<file path="src/rtl/uart_tx_arbiter_pkg.sv">
// Shared types and the round-robin pick function for the UART TX arbiter.
package uart_arb_pkg;

  localparam int unsigned MAX_REQ = 8;
  localparam int unsigned PTR_W   = $clog2(MAX_REQ);

  typedef enum logic {IDLE, LOCKED} arb_state_t;

  // One-hot of the first set request at or after ptr, wrapping modulo n.
  function automatic logic [MAX_REQ-1:0] rr_pick(input logic [MAX_REQ-1:0] req,
                                                 input logic [PTR_W-1:0]   ptr,
                                                 input int unsigned        n);
    logic [MAX_REQ-1:0] grant;
    logic               found;
    int unsigned        idx;
    grant = '0;
    found = 1'b0;
    for (int unsigned i = 0; i < MAX_REQ; i++) begin
      idx = (32'(ptr) + i) % n;
      if (i < n && !found && req[idx[PTR_W-1:0]]) begin
        grant[idx[PTR_W-1:0]] = 1'b1;
        found = 1'b1;
      end
    end
    return grant;
  endfunction

endpackage

</file>
<file path="src/rtl/uart_tx_arbiter_if.sv">
// Requester and UART byte handshakes of the UART TX arbiter.
interface uart_tx_arbiter_if #(
  parameter int NUM_REQ = 4,
  parameter int DATA_W  = 8
) ();
  logic [NUM_REQ-1:0]        req_valid_i;
  logic [NUM_REQ*DATA_W-1:0] req_data_i;
  logic [NUM_REQ-1:0]        req_last_i;
  logic [NUM_REQ-1:0]        req_ready_o;
  logic                      tx_valid_o;
  logic [DATA_W-1:0]         tx_data_o;
  logic                      tx_ready_i;

  modport master (
    output req_valid_i, req_data_i, req_last_i, tx_ready_i,
    input  req_ready_o, tx_valid_o, tx_data_o
  );

  modport slave (
    input  req_valid_i, req_data_i, req_last_i, tx_ready_i,
    output req_ready_o, tx_valid_o, tx_data_o
  );
endinterface

</file>
<file path="src/rtl/uart_tx_arbiter_rr_arbiter.sv">
// Combinational round-robin arbiter: request vector and pointer in, one-hot grant out.
module rr_arbiter
  import uart_arb_pkg::*;
#(
  parameter int NUM_REQ = 4
) (
  input  logic [NUM_REQ-1:0] req,
  input  logic [PTR_W-1:0]   ptr,
  output logic [NUM_REQ-1:0] grant
);
  logic [MAX_REQ-1:0] pick_wide;
  logic               unused_pick_hi;

  assign pick_wide      = rr_pick(MAX_REQ'(req), ptr, NUM_REQ);
  assign grant          = pick_wide[NUM_REQ-1:0];
  assign unused_pick_hi = ^pick_wide;
endmodule

</file>
<file path="src/rtl/uart_tx_arbiter.sv">
// Round-robin, packet-locked arbiter sharing one UART TX byte path.
// Optional forced release on idle owner: UART_TX_ARBITER_TIMEOUT_EN.
module uart_tx_arbiter
  import uart_arb_pkg::*;
#(
  parameter int NUM_REQ        = 4,
  parameter int DATA_W         = 8,
  parameter int TIMEOUT_CYCLES = 1024
) (
  input  logic               clk,
  input  logic               reset_i,
  uart_tx_arbiter_if.slave   bus,
  output logic [NUM_REQ-1:0] grant_o,
  output logic               busy_o,
  output logic               timeout_o
);
  arb_state_t         state_q, state_d;
  logic [NUM_REQ-1:0] grant_q, grant_d, arb_grant, req_ready;
  logic [PTR_W-1:0]   ptr_q, ptr_d, next_ptr;
  logic               tx_valid_q;
  logic [DATA_W-1:0]  tx_data_q, sel_data;
  logic               out_free, owner_valid, sel_last, load;

  rr_arbiter #(.NUM_REQ(NUM_REQ)) u_rr (
    .req   (bus.req_valid_i),
    .ptr   (ptr_q),
    .grant (arb_grant)
  );

`ifdef UART_TX_ARBITER_TIMEOUT_EN
  localparam int unsigned CNT_W = $clog2(TIMEOUT_CYCLES + 1);
  logic [CNT_W-1:0] cnt_q, cnt_d;
  logic             timeout_q, timeout_d;
`else
  logic unused_timeout_cfg;
  assign unused_timeout_cfg = (TIMEOUT_CYCLES != 0);
`endif

  always_comb begin
    state_d   = state_q;
    grant_d   = grant_q;
    ptr_d     = ptr_q;
    req_ready = '0;
    load      = 1'b0;
    sel_data  = '0;
    sel_last  = 1'b0;
    next_ptr  = '0;
`ifdef UART_TX_ARBITER_TIMEOUT_EN
    cnt_d     = '0;
    timeout_d = 1'b0;
`endif
    out_free    = !tx_valid_q || bus.tx_ready_i;
    owner_valid = |(grant_q & bus.req_valid_i);
    for (int unsigned k = 0; k < NUM_REQ; k++) begin
      if (grant_q[k]) begin
        sel_data = bus.req_data_i[k*DATA_W +: DATA_W];
        sel_last = bus.req_last_i[k];
        next_ptr = (k == NUM_REQ - 1) ? '0 : PTR_W'(k + 1);
      end
    end
    case (state_q)
      IDLE: begin
        if (|bus.req_valid_i) begin
          state_d = LOCKED;
          grant_d = arb_grant;
        end
      end
      LOCKED: begin
        req_ready = grant_q & {NUM_REQ{out_free}};
        load      = owner_valid && out_free;
`ifdef UART_TX_ARBITER_TIMEOUT_EN
        cnt_d = owner_valid ? '0 : cnt_q + 1'b1;
`endif
        if (load && sel_last) begin
          state_d = IDLE;
          grant_d = '0;
          ptr_d   = next_ptr;
`ifdef UART_TX_ARBITER_TIMEOUT_EN
          cnt_d   = '0;
        end else if (!owner_valid && cnt_q == CNT_W'(TIMEOUT_CYCLES - 1)) begin
          // The increment this cycle reaches TIMEOUT_CYCLES: release now.
          state_d   = IDLE;
          grant_d   = '0;
          ptr_d     = next_ptr;
          cnt_d     = '0;
          timeout_d = 1'b1;
`endif
        end
      end
      default: state_d = IDLE;
    endcase
  end

  always_ff @(posedge clk) begin
    if (reset_i) begin
      state_q    <= IDLE;
      grant_q    <= '0;
      ptr_q      <= '0;
      tx_valid_q <= 1'b0;
      tx_data_q  <= '0;
    end else begin
      state_q <= state_d;
      grant_q <= grant_d;
      ptr_q   <= ptr_d;
      if (load) begin
        tx_valid_q <= 1'b1;
        tx_data_q  <= sel_data;
      end else if (bus.tx_ready_i) begin
        tx_valid_q <= 1'b0;
      end
    end
  end

`ifdef UART_TX_ARBITER_TIMEOUT_EN
  always_ff @(posedge clk) begin
    if (reset_i) begin
      cnt_q     <= '0;
      timeout_q <= 1'b0;
    end else begin
      cnt_q     <= cnt_d;
      timeout_q <= timeout_d;
    end
  end
  assign timeout_o = timeout_q;
`else
  assign timeout_o = 1'b0;
`endif

  assign bus.req_ready_o = req_ready;
  assign bus.tx_valid_o  = tx_valid_q;
  assign bus.tx_data_o   = tx_data_q;
  assign grant_o         = grant_q;
  assign busy_o          = (state_q == LOCKED) || tx_valid_q;
endmodule

</file>
<file path="src/flat_wrapper.sv">
// flat-port wrapper written by rule: the top's interface ports become plain ports
module uart_tx_arbiter_flat import uart_arb_pkg::*;
#(
  parameter int NUM_REQ        = 4,
  parameter int DATA_W         = 8,
  parameter int TIMEOUT_CYCLES = 1024
)
  (clk, reset_i, grant_o, busy_o, timeout_o, bus_req_valid_i, bus_req_data_i, bus_req_last_i, bus_tx_ready_i, bus_req_ready_o, bus_tx_valid_o, bus_tx_data_o);
  uart_tx_arbiter_if #(.NUM_REQ(NUM_REQ), .DATA_W(DATA_W)) bus_i ();
  input  logic clk;
  input  logic reset_i;
  output logic [NUM_REQ-1:0] grant_o;
  output logic busy_o;
  output logic timeout_o;
  input wire logic [$bits(bus_i.req_valid_i)-1:0] bus_req_valid_i;
  input wire logic [$bits(bus_i.req_data_i)-1:0] bus_req_data_i;
  input wire logic [$bits(bus_i.req_last_i)-1:0] bus_req_last_i;
  input wire logic [$bits(bus_i.tx_ready_i)-1:0] bus_tx_ready_i;
  output wire logic [$bits(bus_i.req_ready_o)-1:0] bus_req_ready_o;
  output wire logic [$bits(bus_i.tx_valid_o)-1:0] bus_tx_valid_o;
  output wire logic [$bits(bus_i.tx_data_o)-1:0] bus_tx_data_o;
  assign bus_i.req_valid_i = bus_req_valid_i;
  assign bus_i.req_data_i = bus_req_data_i;
  assign bus_i.req_last_i = bus_req_last_i;
  assign bus_i.tx_ready_i = bus_tx_ready_i;
  assign bus_req_ready_o = bus_i.req_ready_o;
  assign bus_tx_valid_o = bus_i.tx_valid_o;
  assign bus_tx_data_o = bus_i.tx_data_o;
  uart_tx_arbiter #(.NUM_REQ(NUM_REQ), .DATA_W(DATA_W), .TIMEOUT_CYCLES(TIMEOUT_CYCLES)) u_core (.clk(clk), .reset_i(reset_i), .bus(bus_i), .grant_o(grant_o), .busy_o(busy_o), .timeout_o(timeout_o));
endmodule
</file>
<file path="config.mk">
export PLATFORM = sky130hd
export DESIGN_NAME = uart_tx_arbiter_flat
export DESIGN_NICKNAME = d
export VERILOG_FILES = /design/src/rtl/uart_tx_arbiter_pkg.sv /design/src/rtl/uart_tx_arbiter_if.sv /design/src/rtl/uart_tx_arbiter_rr_arbiter.sv /design/src/rtl/uart_tx_arbiter.sv /design/src/flat_wrapper.sv
export SDC_FILE = /design/constraint.sdc
export NUM_CORES = 1
export LEC_CHECK = 0
export CAP_MARGIN = 15
export CORE_AREA = 2 2 70 72
export CTS_CLUSTER_SIZE = 8
export DETAILED_ROUTE_END_ITERATION = 10
export DIE_AREA = 0 0 72 74
export RECOVER_POWER = 25
export SETUP_SLACK_MARGIN = 0.15
export SLEW_MARGIN = 20
export SYNTH_ARGS = -nofsm -noshare
export SYNTH_HDL_FRONTEND = slang
export SYNTH_HIERARCHICAL = 1
export SYNTH_SLANG_ARGS = --single-unit
export TNS_END_PERCENT = 100
</file>
<file path="constraint.sdc">
create_clock -name clk -period 2.3 [get_ports clk]
set_input_delay 0.46 -clock clk [delete_from_list [all_inputs] [get_ports clk]]
set_output_delay 0.46 -clock clk [all_outputs]
set_load 0.005 [all_outputs]
</file>
==> metrics.md <==
| Metric | Value |
|---|---|
| WL/cell | 13.68 um |
| Initial core utilization | 28.65% |
| Crit-path cells | buf_4 > mux4_2 > nor4b_4 > nand2_1 > o211ai_1 > inv_1 > o32ai_2 |
| ANT nets after route | 0 |
| Clk_skew | 1.445 ps |
| Post-route insts no fill | 277 |
| Syn Nets | 202 |
| Syn Inst Count | 153 |
| Post-Syn Area per Cell | 8.611 sq um |
| Power density over cell area | 415.6 nW/um^2 |
| Final critical-path required period | 2044 ps |
| Vias in the first global route | 1284 |
| Core area | 4598 sq um |
| FF-to-FF setup slack | 260 ps |
| Max VDD drop | 0.1418 mV |
| DP HPWL | 2937 um |
| Total Wirelength | 3790 um |
| Final Util | 46.23% |
| Worst Setup Start Kind | flop |
| FF+latch count, synth | 16 |
| Top-level port count | 62 |
| Yosys warns | 6 |
| Unique masters post-synth | 36 |
| Leak | 0.0008600 uW |
| Total GRT Usage | 14.51% |
| Skew-Pair Late Insertion Delay | 250 ps |
| FFs w/ async S/R, synth | 0% |
| Slew margin rel. | 58.00% |
| Commonest non-fill, non-tap cell in the layout | clkdlybuf4s50_1 |
| Inserted Diodes | 0 |
| # nets final | 273 |
| Die footprint | 5328 sq um |
| Critical path capture point type | flop |
| Final setup viols | 0 |
| Most used flip-flop cell after synthesis | dfxtp_1 |
| TNS Setup | 0 ps |
| Chip height | 74 um |
| Placed Cells | 272 |
| CP Data Required Time | 2460 ps |
| Layout cell share with drive strength beyond 1 | 17.94% |
| Final Hold Viols | 0 |
| H-tree levels | 1 |
| Most frequent cells in the layout | clkdlybuf4s50_1 (45), inv_1 (19), buf_4 (17), dfxtp_1 (15) |
| CTS root buf | clkbuf_8 |
| Hold Buf Count CTS | 0 |
| Row count | 25 |
| Total number of vias | 1386 |
| Worst slew pin tran | 628.0 ps |
| Clock Path Buffers | 2 |
| Area contributors post-synth | dfxtp_1 (24%), ha_1 (5.7%), inv_1 (5.4%), a211o_1 (5.3%), a221oi_1 (5.3%) |
| Num CTS Buffers | 3 |
| Reg clk slew, reported paths | 70 ps |
| CP max FO | 8 |
| Remaining DRCs | 0 |
| Die width | 72 um |
| First-pass GRT wire length | 6154 um |
| Post-synthesis sequential area ratio | 24.31% |
| Buf+Inv Stages, Crit Path | 2 |
| CP max-delay cell | mux4_2 |
| Vias per Instance | 5.004 |
| Hold Path Class | flop to flop |
| Area Overhead vs Synth | 61.35% |
| RSZ-0062 raised after global routing | true |
| WS Path Type | flop to flop |
| Fmax | 489.3 MHz |
| Area leader, netlist | dfxtp_1 |
| Largest net degree at the start of global routing | 19 |
| Period utilization | 88.86% |
| Starting DRT DRC Count | 31 |
| CTS tree | done |
| Mapped cell area | 1318 sq um |
| CP top delay family | multiplexers |
| Slew Viols, Final | 0 |
| Antenna violations before repair | 0 |
| Gpl congestion | 0.7150 |
| Worst EP arrival | 2200 ps |
| Port buffer count | 60 |
| Clk sinks | 16 |
| Number of synthesized flops with an enable pin | 0 |
| Outcome | finished, final reports clean |
| Share of the synthesized area in the top cell type | 24.31% |
| Crit-path max cell delay | 570 ps |
| Gr ovfl total | 0 |
| Pre-antenna DRT Iters | 4 |
| Max_cap viols | 0 |
worst paths after layout:
kind | start | endpoint | cells past startpoint
max reg2reg | u_core/ptr_q[0] | u_core/grant_o[2] | 7
min reg2reg | u_core/bus.tx_data_o[3] | u_core/bus.tx_data_o[3] | 2
min | u_core/bus.tx_data_o[3] | u_core/bus.tx_data_o[3] | 2
max | u_core/ptr_q[0] | u_core/grant_o[2] | 7
flip-flops by register name, indices dropped and copies added, names as in the netlist:
name	cells
u_core/ptr_q	2
u_core/grant_o	4
u_core/state_q	1
u_core/bus.tx_data_o	8
u_core/bus.tx_valid_o	1
cell usage after synthesis, drive strengths merged (2+ instances only):
cell type / number
ha: 6
a21o: 4
o211ai: 5
a311oi: 8
o32ai: 4
and3: 4
nand3b: 4
a211o: 8
mux4: 4
nand2b: 2
nand2: 13
dfxtp: 16
a22o: 2
clkbuf: 9
or2: 2
nor2b: 3
inv: 19
a221oi: 8
nor2: 12
a21oi: 5
buf: 3
report_power, final:
part	total [uW]	internal [uW]	switching [uW]	leakage [uW]
combinational	310	189	121	0.000700
sequential	323	299	24.1	0.000131
clock	251	152	99.0	0.0000288
total	884	639	245	0.000860
cells by family after synthesis:
logic type	after synthesis	synth area share, %
buffers and inverters	31	10.26
other	1	0.2846
muxes	6	9.306
and+or+nand+nor	44	18.04
AOI/OAI and AO/OA	49	32.10
DFF	16	24.31
adders and majority gates	6	5.698
worst reg2reg max path, stage by stage, from the launching register on:
cell and delay, ps:
dfxtp_2 330, buf_4 170, mux4_2 570, nor4b_4 360, nand2_1 90, o211ai_1 100
inv_1 80, o32ai_2 260
metrics by stage:
| step | power, uW | instance area, sq um | hold slack [ps] | worst slack (ps) |
|---|---|---|---|---|
| finish | 883.6 | 2126 | 493.5 | 256.3 |
| floorplan | 477.6 | 1319 | 492.0 | 271.1 |
| global placement | 644.3 | 2051 | 486.4 | -190.4 |
| global route | 935.9 | 2126 | 522.7 | 136.7 |
| CTS | 896.4 | 2115 | 495.8 | 210.4 |
| detailed placement | 645.2 | 2051 | 489.2 | -172.0 |
repair_timing:
item	in CTS	in global routing
setup endpoints to repair	8	4
pin swaps	1	1
buffers inserted	1	0
gates resized for setup	11	2
per-layer routing:
layer / up-vias / track usage (%) / share of wire (%)
met4: 0 / 3.774 / 0.53
li1: 707 / - / -
met5: - / 0 / 0
met1: 640 / 18.66 / 45
met2: 37 / 24.59 / 48
met3: 2 / 3.523 / 6.6
final cells by class:
| type | instances | area [sq um] |
|---|---|---|
| fillers | 467 | 2472 |
| repair buffers | 78 | 721.9 |
| inverters | 19 | 71.32 |
| well taps | 54 | 67.56 |
| clock buffers | 4 | 55.05 |
| flip-flops and latches | 16 | 321.6 |
| multi-input cells | 106 | 888.4 |
Power figures use the tool's default switching activity.
